[src/rtl/sat_sub.sv]
// Registered saturating subtractor: out = clamp(clamp(acc) - clamp(arg1), -LIMIT, +LIMIT), one-cycle latency.
// Optional sticky overflow flag with clear input is enabled by defining SAT_SUB_STICKY_OVF_EN.
module sat_sub #(
    parameter int WIDTH = 11,
    parameter int LIMIT = 999
) (
    input  logic             clk,
    input  logic             rst_n,
    input  logic             in_valid,
    input  logic [WIDTH-1:0] acc,
    input  logic [WIDTH-1:0] arg1,
`ifdef SAT_SUB_STICKY_OVF_EN
    input  logic             ovf_clr,
    output logic             ovf_sticky,
`endif
    output logic [WIDTH-1:0] out,
    output logic             out_valid,
    output logic             ovf_pos,
    output logic             ovf_neg,
    output logic             zero,
    output logic             neg
);

    // One extra bit of headroom so the difference of two clamped operands never wraps.
    localparam logic signed [WIDTH:0] LIM_P = (WIDTH+1)'(LIMIT);
    localparam logic signed [WIDTH:0] LIM_N = -LIM_P;

    logic signed [WIDTH:0] acc_x, arg_x, acc_c, arg_c, diff, sat;
    logic                  sat_pos, sat_neg;

    logic [WIDTH-1:0] out_d, out_q;
    logic             out_valid_d, out_valid_q;
    logic             ovf_pos_d, ovf_pos_q;
    logic             ovf_neg_d, ovf_neg_q;
    logic             zero_d, zero_q;
    logic             neg_d, neg_q;

    always_comb begin
        acc_x = $signed({acc[WIDTH-1], acc});
        arg_x = $signed({arg1[WIDTH-1], arg1});

        if (acc_x > LIM_P)      acc_c = LIM_P;
        else if (acc_x < LIM_N) acc_c = LIM_N;
        else                    acc_c = acc_x;

        if (arg_x > LIM_P)      arg_c = LIM_P;
        else if (arg_x < LIM_N) arg_c = LIM_N;
        else                    arg_c = arg_x;

        diff    = acc_c - arg_c;
        sat_pos = (diff > LIM_P);
        sat_neg = (diff < LIM_N);

        if (sat_pos)      sat = LIM_P;
        else if (sat_neg) sat = LIM_N;
        else              sat = diff;
    end

    always_comb begin
        out_d       = out_q;
        ovf_pos_d   = ovf_pos_q;
        ovf_neg_d   = ovf_neg_q;
        zero_d      = zero_q;
        neg_d       = neg_q;
        out_valid_d = in_valid;
        if (in_valid) begin
            out_d     = sat[WIDTH-1:0];
            ovf_pos_d = sat_pos;
            ovf_neg_d = sat_neg;
            zero_d    = (sat == '0);
            neg_d     = sat[WIDTH];
        end
    end

    always_ff @(posedge clk or negedge rst_n) begin
        if (!rst_n) begin
            out_q       <= '0;
            out_valid_q <= 1'b0;
            ovf_pos_q   <= 1'b0;
            ovf_neg_q   <= 1'b0;
            zero_q      <= 1'b1;
            neg_q       <= 1'b0;
        end else begin
            out_q       <= out_d;
            out_valid_q <= out_valid_d;
            ovf_pos_q   <= ovf_pos_d;
            ovf_neg_q   <= ovf_neg_d;
            zero_q      <= zero_d;
            neg_q       <= neg_d;
        end
    end

    assign out       = out_q;
    assign out_valid = out_valid_q;
    assign ovf_pos   = ovf_pos_q;
    assign ovf_neg   = ovf_neg_q;
    assign zero      = zero_q;
    assign neg       = neg_q;

`ifdef SAT_SUB_STICKY_OVF_EN
    logic ovf_sticky_d, ovf_sticky_q;

    // A fresh overflow beats a simultaneous clear.
    always_comb begin
        ovf_sticky_d = ovf_sticky_q;
        if (ovf_clr)
            ovf_sticky_d = 1'b0;
        if (in_valid && (sat_pos || sat_neg))
            ovf_sticky_d = 1'b1;
    end

    always_ff @(posedge clk or negedge rst_n) begin
        if (!rst_n)
            ovf_sticky_q <= 1'b0;
        else
            ovf_sticky_q <= ovf_sticky_d;
    end

    assign ovf_sticky = ovf_sticky_q;
`endif

endmodule

[config.mk]
export PLATFORM = sky130hd
export DESIGN_NAME = sat_sub
export DESIGN_NICKNAME = d
export VERILOG_FILES = /design/src/rtl/sat_sub.sv
export SDC_FILE = /design/constraint.sdc
export NUM_CORES = 1
export LEC_CHECK = 0
export CAP_MARGIN = 40
export CORE_MARGIN = 2
export CORE_UTILIZATION = 55
export DETAILED_ROUTE_END_ITERATION = 7
export PLACE_DENSITY = 0.87
export SYNTH_ARGS = -nofsm -noshare
export SYNTH_HDL_FRONTEND = slang
export SYNTH_SLANG_ARGS = --single-unit
[constraint.sdc]
create_clock -name clk -period 2.1 [get_ports clk]
set_input_delay 0.525 -clock clk [delete_from_list [all_inputs] [get_ports clk]]
set_output_delay 0.525 -clock clk [all_outputs]
set_load 0.02 [all_outputs]
==> impl_metrics.yaml, run 1 <==
synthesis:
  yosysTopAreaCellShare: 0.211
  synthTopCellsByCount: "19 x a21oi_1, 16 x nor2_1, 15 x dfrtp_1, 15 x inv_1, 14 x ha_1"
  syn_inst: 220
  yosysWarnings: 0
  synth_fp_nets: 260
  synth.most_common_cell: "a21oi_1"
  synthFlopType: "dfrtp_1"
  async_reset_ff_frac: 1.00
  ys_seq_elements: 16
  synthTopCellsByArea: "dfrtp_1 21%, ha_1 9.9%, a21oi_1 5.3%"
  yosysSeqAreaShare: 0.226
  avgSynthCellArea_um2: 8.08
  synth_top_area_cell: "dfrtp_1"
  netlist_area_um2: 1780
  synth_edf_count: 0
  synthDistinctLibCells: 65
clock_network:
  htree_levels: 1
  cts_resized: 103
  ctsHoldBuffers: 0
  cts_sinks: 16
  root_buffer: "clkbuf_4"
  post_cts_buffers: 9
  clk_path_buf_depth: 2
  cts_made_buffers: 3
place:
  place_hpwl_um: 6270
  place_congestion: 0.938
  dp_slack_ns: -3.26
  io_buffers: 40
outcome:
  status: "did not finish"
  firstError: "[ERROR DPL-0038] Utilization greater than 100%, impossible to legalize"
  haltStage: "clock tree synthesis"
floorplan:
  die_y_um: 60.9
  ioPinCount: 41
  start_util: 0.582
  fp-row-count: 20
  die_w_um: 60.9
## stage by stage
| step | hold slack (ns) | cells | area [um^2] |
|---|---|---|---|
| after global placement | 0.474 | 384 | 2920 |
| after detailed placement | 0.498 | 384 | 2920 |
| after floorplan | 0.229 | 220 | 1850 |
## kinds of logic after synthesis
kind of cell    share of synthesized area
compound gates                      0.340
simple gates                        0.230
buf+inv                            0.0626
flops                               0.226
fa+ha+maj                           0.110
xor+xnor                           0.0197
mux                                0.0120
==> run 2, diff against run 1 <==
--- a/config.mk
+++ b/config.mk
@@ -7,9 +7,9 @@
 export LEC_CHECK = 0
 export CAP_MARGIN = 40
 export CORE_MARGIN = 2
-export CORE_UTILIZATION = 55
+export CORE_UTILIZATION = 40
 export DETAILED_ROUTE_END_ITERATION = 7
-export PLACE_DENSITY = 0.87
+export PLACE_DENSITY_LB_ADDON = 0.15
 export SYNTH_ARGS = -nofsm -noshare
 export SYNTH_HDL_FRONTEND = slang
 export SYNTH_SLANG_ARGS = --single-unit
==> run 2 against run 1 <==
The flow now finishes, with violations (negative setup slack). Synthesized area is the same. Synthesized cell count is the same.
==> impl_metrics.yaml, run 2 <==
cells_and_area:
  final_common_cell: "buf_4"
  multi_input_area_um2: 1520
  design_area_um2: 3210
  n_antenna_cell: 0
  layout.nets: 395
  drive_gt1_frac: 0.475
  fillers: 333
  syn_to_final_growth_pct: 80.6
  largest_register_ffs: 11
  ff_latch_area_um2: 402
  layout_common_cells: "96 x buf_4, 20 x clkdlybuf4s50_1, 19 x a21oi_1"
clock_network:
  worstSkewPairLatency_ns: 0.26
  path_clk_slew_ns: 0.07
  ctsHoldBuffers: 0
  root_buffer: "clkbuf_8"
  cts_tree: "done"
  cts_sinks: 16
  clk_path_buf_depth: 2
  htree_levels: 1
  cts_made_buffers: 3
synthesis:
  synthFlopType: "dfrtp_1"
  synth_edf_count: 0
  yosysWarnings: 0
  yosysTopAreaCellShare: 0.211
  ys_seq_elements: 16
  syn_inst: 220
  synth.most_common_cell: "a21oi_1"
  yosysSeqAreaShare: 0.226
  synthDistinctLibCells: 65
  synth_top_area_cell: "dfrtp_1"
  synthTopCellsByCount: "19 x a21oi_1, 16 x nor2_1, 15 x dfrtp_1, 15 x inv_1, 14 x ha_1"
  avgSynthCellArea_um2: 8.08
  synthTopCellsByArea: "dfrtp_1 21%, ha_1 9.9%, a21oi_1 5.3%"
  synth_fp_nets: 260
  async_reset_ff_frac: 1.00
  netlist_area_um2: 1780
sta:
  fmax_mhz: 228
  hold_viol: 0
  slew_violations: 0
  layout_min_cycle_time_ns: 4.39
  setup_viol: 15
  setup_tns_ns: -32.90
  fin_ws_ns: -2.29
  finalHoldWorstSlack_ns: 0.520
  fin_crit_sh: 2.09
  rsz0062_at_grt: "true"
  worst_slew_pin_slew_ns: 0.344
  skew_ns: 0
  slew_headroom: 0.771
place:
  place_hpwl_um: 4750
  io_buffers: 40
  placed_area_um2: 2960
  place_congestion: 0.913
floorplan:
  die_y_um: 70.7
  start_util: 0.411
  die-area_um2: 4990
  die_w_um: 70.7
  coreArea_um2: 4320
  fp-row-count: 24
  ioPinCount: 41
global_routing:
  grt_antenna_before_repair: 0
  first_global_vias: 2144
  grt_max_degree: 17
  grt_pass1_wl_um: 9970
  grt_usage: 0.241
  grt-ovfl-total: 0
power_and_ir_drop:
  power_density_nw_per_um2: 933
  total_power_uw: 2990
  p_leak_uw: 0.00148
  vdd_drop_max_mv: 0.551
route:
  vias: 2198
  drt_iter0_markers: 101
  routed_wl_um: 6070
  dr.pass1.iters: 4
  drc_errors: 0
  postRouteAntennaNets: 0
  viasPerCell: 5.41
  wire_per_inst_um: 15.0
worst_setup_path:
  worst-setup-path-type: "input port to flop"
  worst_r2r_startpoint: "out[7]"
  crit_path_start_kind: "input port"
  arrival_ns: 4.57
  critPathCaptureType: "flop"
  cp.required_ns: 2.28
  worstPathMaxFanout: 7
  cp-startpoint: "arg1[8]"
outcome:
  violations: "negative setup slack"
  status: "finished, violations left"
min_path:
  hold_class: "flop to flop"
  min-delay-start: "zero"
job:
  drv_cap: 0
run 2: cells by family (layout without fill, tap and decap cells):
family | Yosys count | after routing | synth area share
simple gates | 75 | 75 | 0.230
fa+ha+maj | 15 | 15 | 0.110
flops | 16 | 16 | 0.226
buf+inv | 25 | 159 | 0.0626
xor+xnor | 4 | 4 | 0.0197
mux | 2 | 2 | 0.0120
compound gates | 83 | 83 | 0.340
run 2: power breakdown:
| group | internal, uW | switching, uW | total (uW) |
|---|---|---|---|
| sequential | 441 | 84.2 | 526 |
| clock | 135 | 115 | 250 |
| combinational | 1160 | 1060 | 2220 |
| total | 1730 | 1260 | 2990 |
run 2: cell type report:
type                    count  share of cell area
multi-input cells         179               0.473
flip-flops and latches     16               0.125
well taps                  52              0.0203
clock buffers               4              0.0140
inverters                  16              0.0210
repair buffers            139               0.346
run 2: critical path, stage by stage:
cell      delay [ns]
buf_6           0.09
or4_4           0.54
o31ai_4         0.30
ha_4            0.25
or3_4           0.38
ha_4            0.17
nand2b_4        0.15
a211oi_4        0.35
nor4b_2         0.11
nor4_2          0.31
nand4_1         0.20
o211ai_1        0.33
ha_4            0.29
inv_8           0.09
nand4_1         0.11
a31o_2          0.22
a41oi_2         0.14
run 2: metrics by stage:
stage	std cells	worst slack [ns]	utilization
after global routing	406	-2.46	0.742
after global placement	397	-2.92	0.685
after CTS	403	-2.21	0.723
after floorplan	220	-2.34	-
after detailed placement	397	-3.14	0.685
final	406	-2.29	0.742
run 2: path summary, 6_finish.rpt:
kind	endpoint	slack, ns	cells past startpoint
worst max-delay path	out[9]	-2.29	17
worst min-delay path	zero	0.52	2
worst max register to register	out[7]	1.19	3
worst min register to register	zero	0.52	2
max in group asynchronous	zero	1.25	2
min in group asynchronous	out[6]	0.59	2
run 2: repair_timing:
item | CTS | global route
hold endpoints to repair | 0 | 0
gates resized for setup | 77 | 11
pin swaps | 36 | 15
endpoints found under the setup margin | 15 | 15
buffers inserted | 2 | 3
run 2: metal layers:
layer  vias up  share of wire  GRT usage
li1       1105              -          -
met1      1053           0.49      0.340
met2        36           0.48      0.408
met3         4          0.026     0.0328
met4         0         0.0054     0.0314
met5         -              0          0
No activity file was read; power rests on OpenSTA's default activity.
==> run 3, diff against run 2 <==
--- a/config.mk
+++ b/config.mk
@@ -9,6 +9,7 @@
 export CORE_MARGIN = 2
 export CORE_UTILIZATION = 40
 export DETAILED_ROUTE_END_ITERATION = 7
+export HOLD_SLACK_MARGIN = 0.03
 export PLACE_DENSITY_LB_ADDON = 0.15
 export SYNTH_ARGS = -nofsm -noshare
 export SYNTH_HDL_FRONTEND = slang
==> results of run 3 <==
The final DEF is identical to that of run 2; final timing and power are the same.
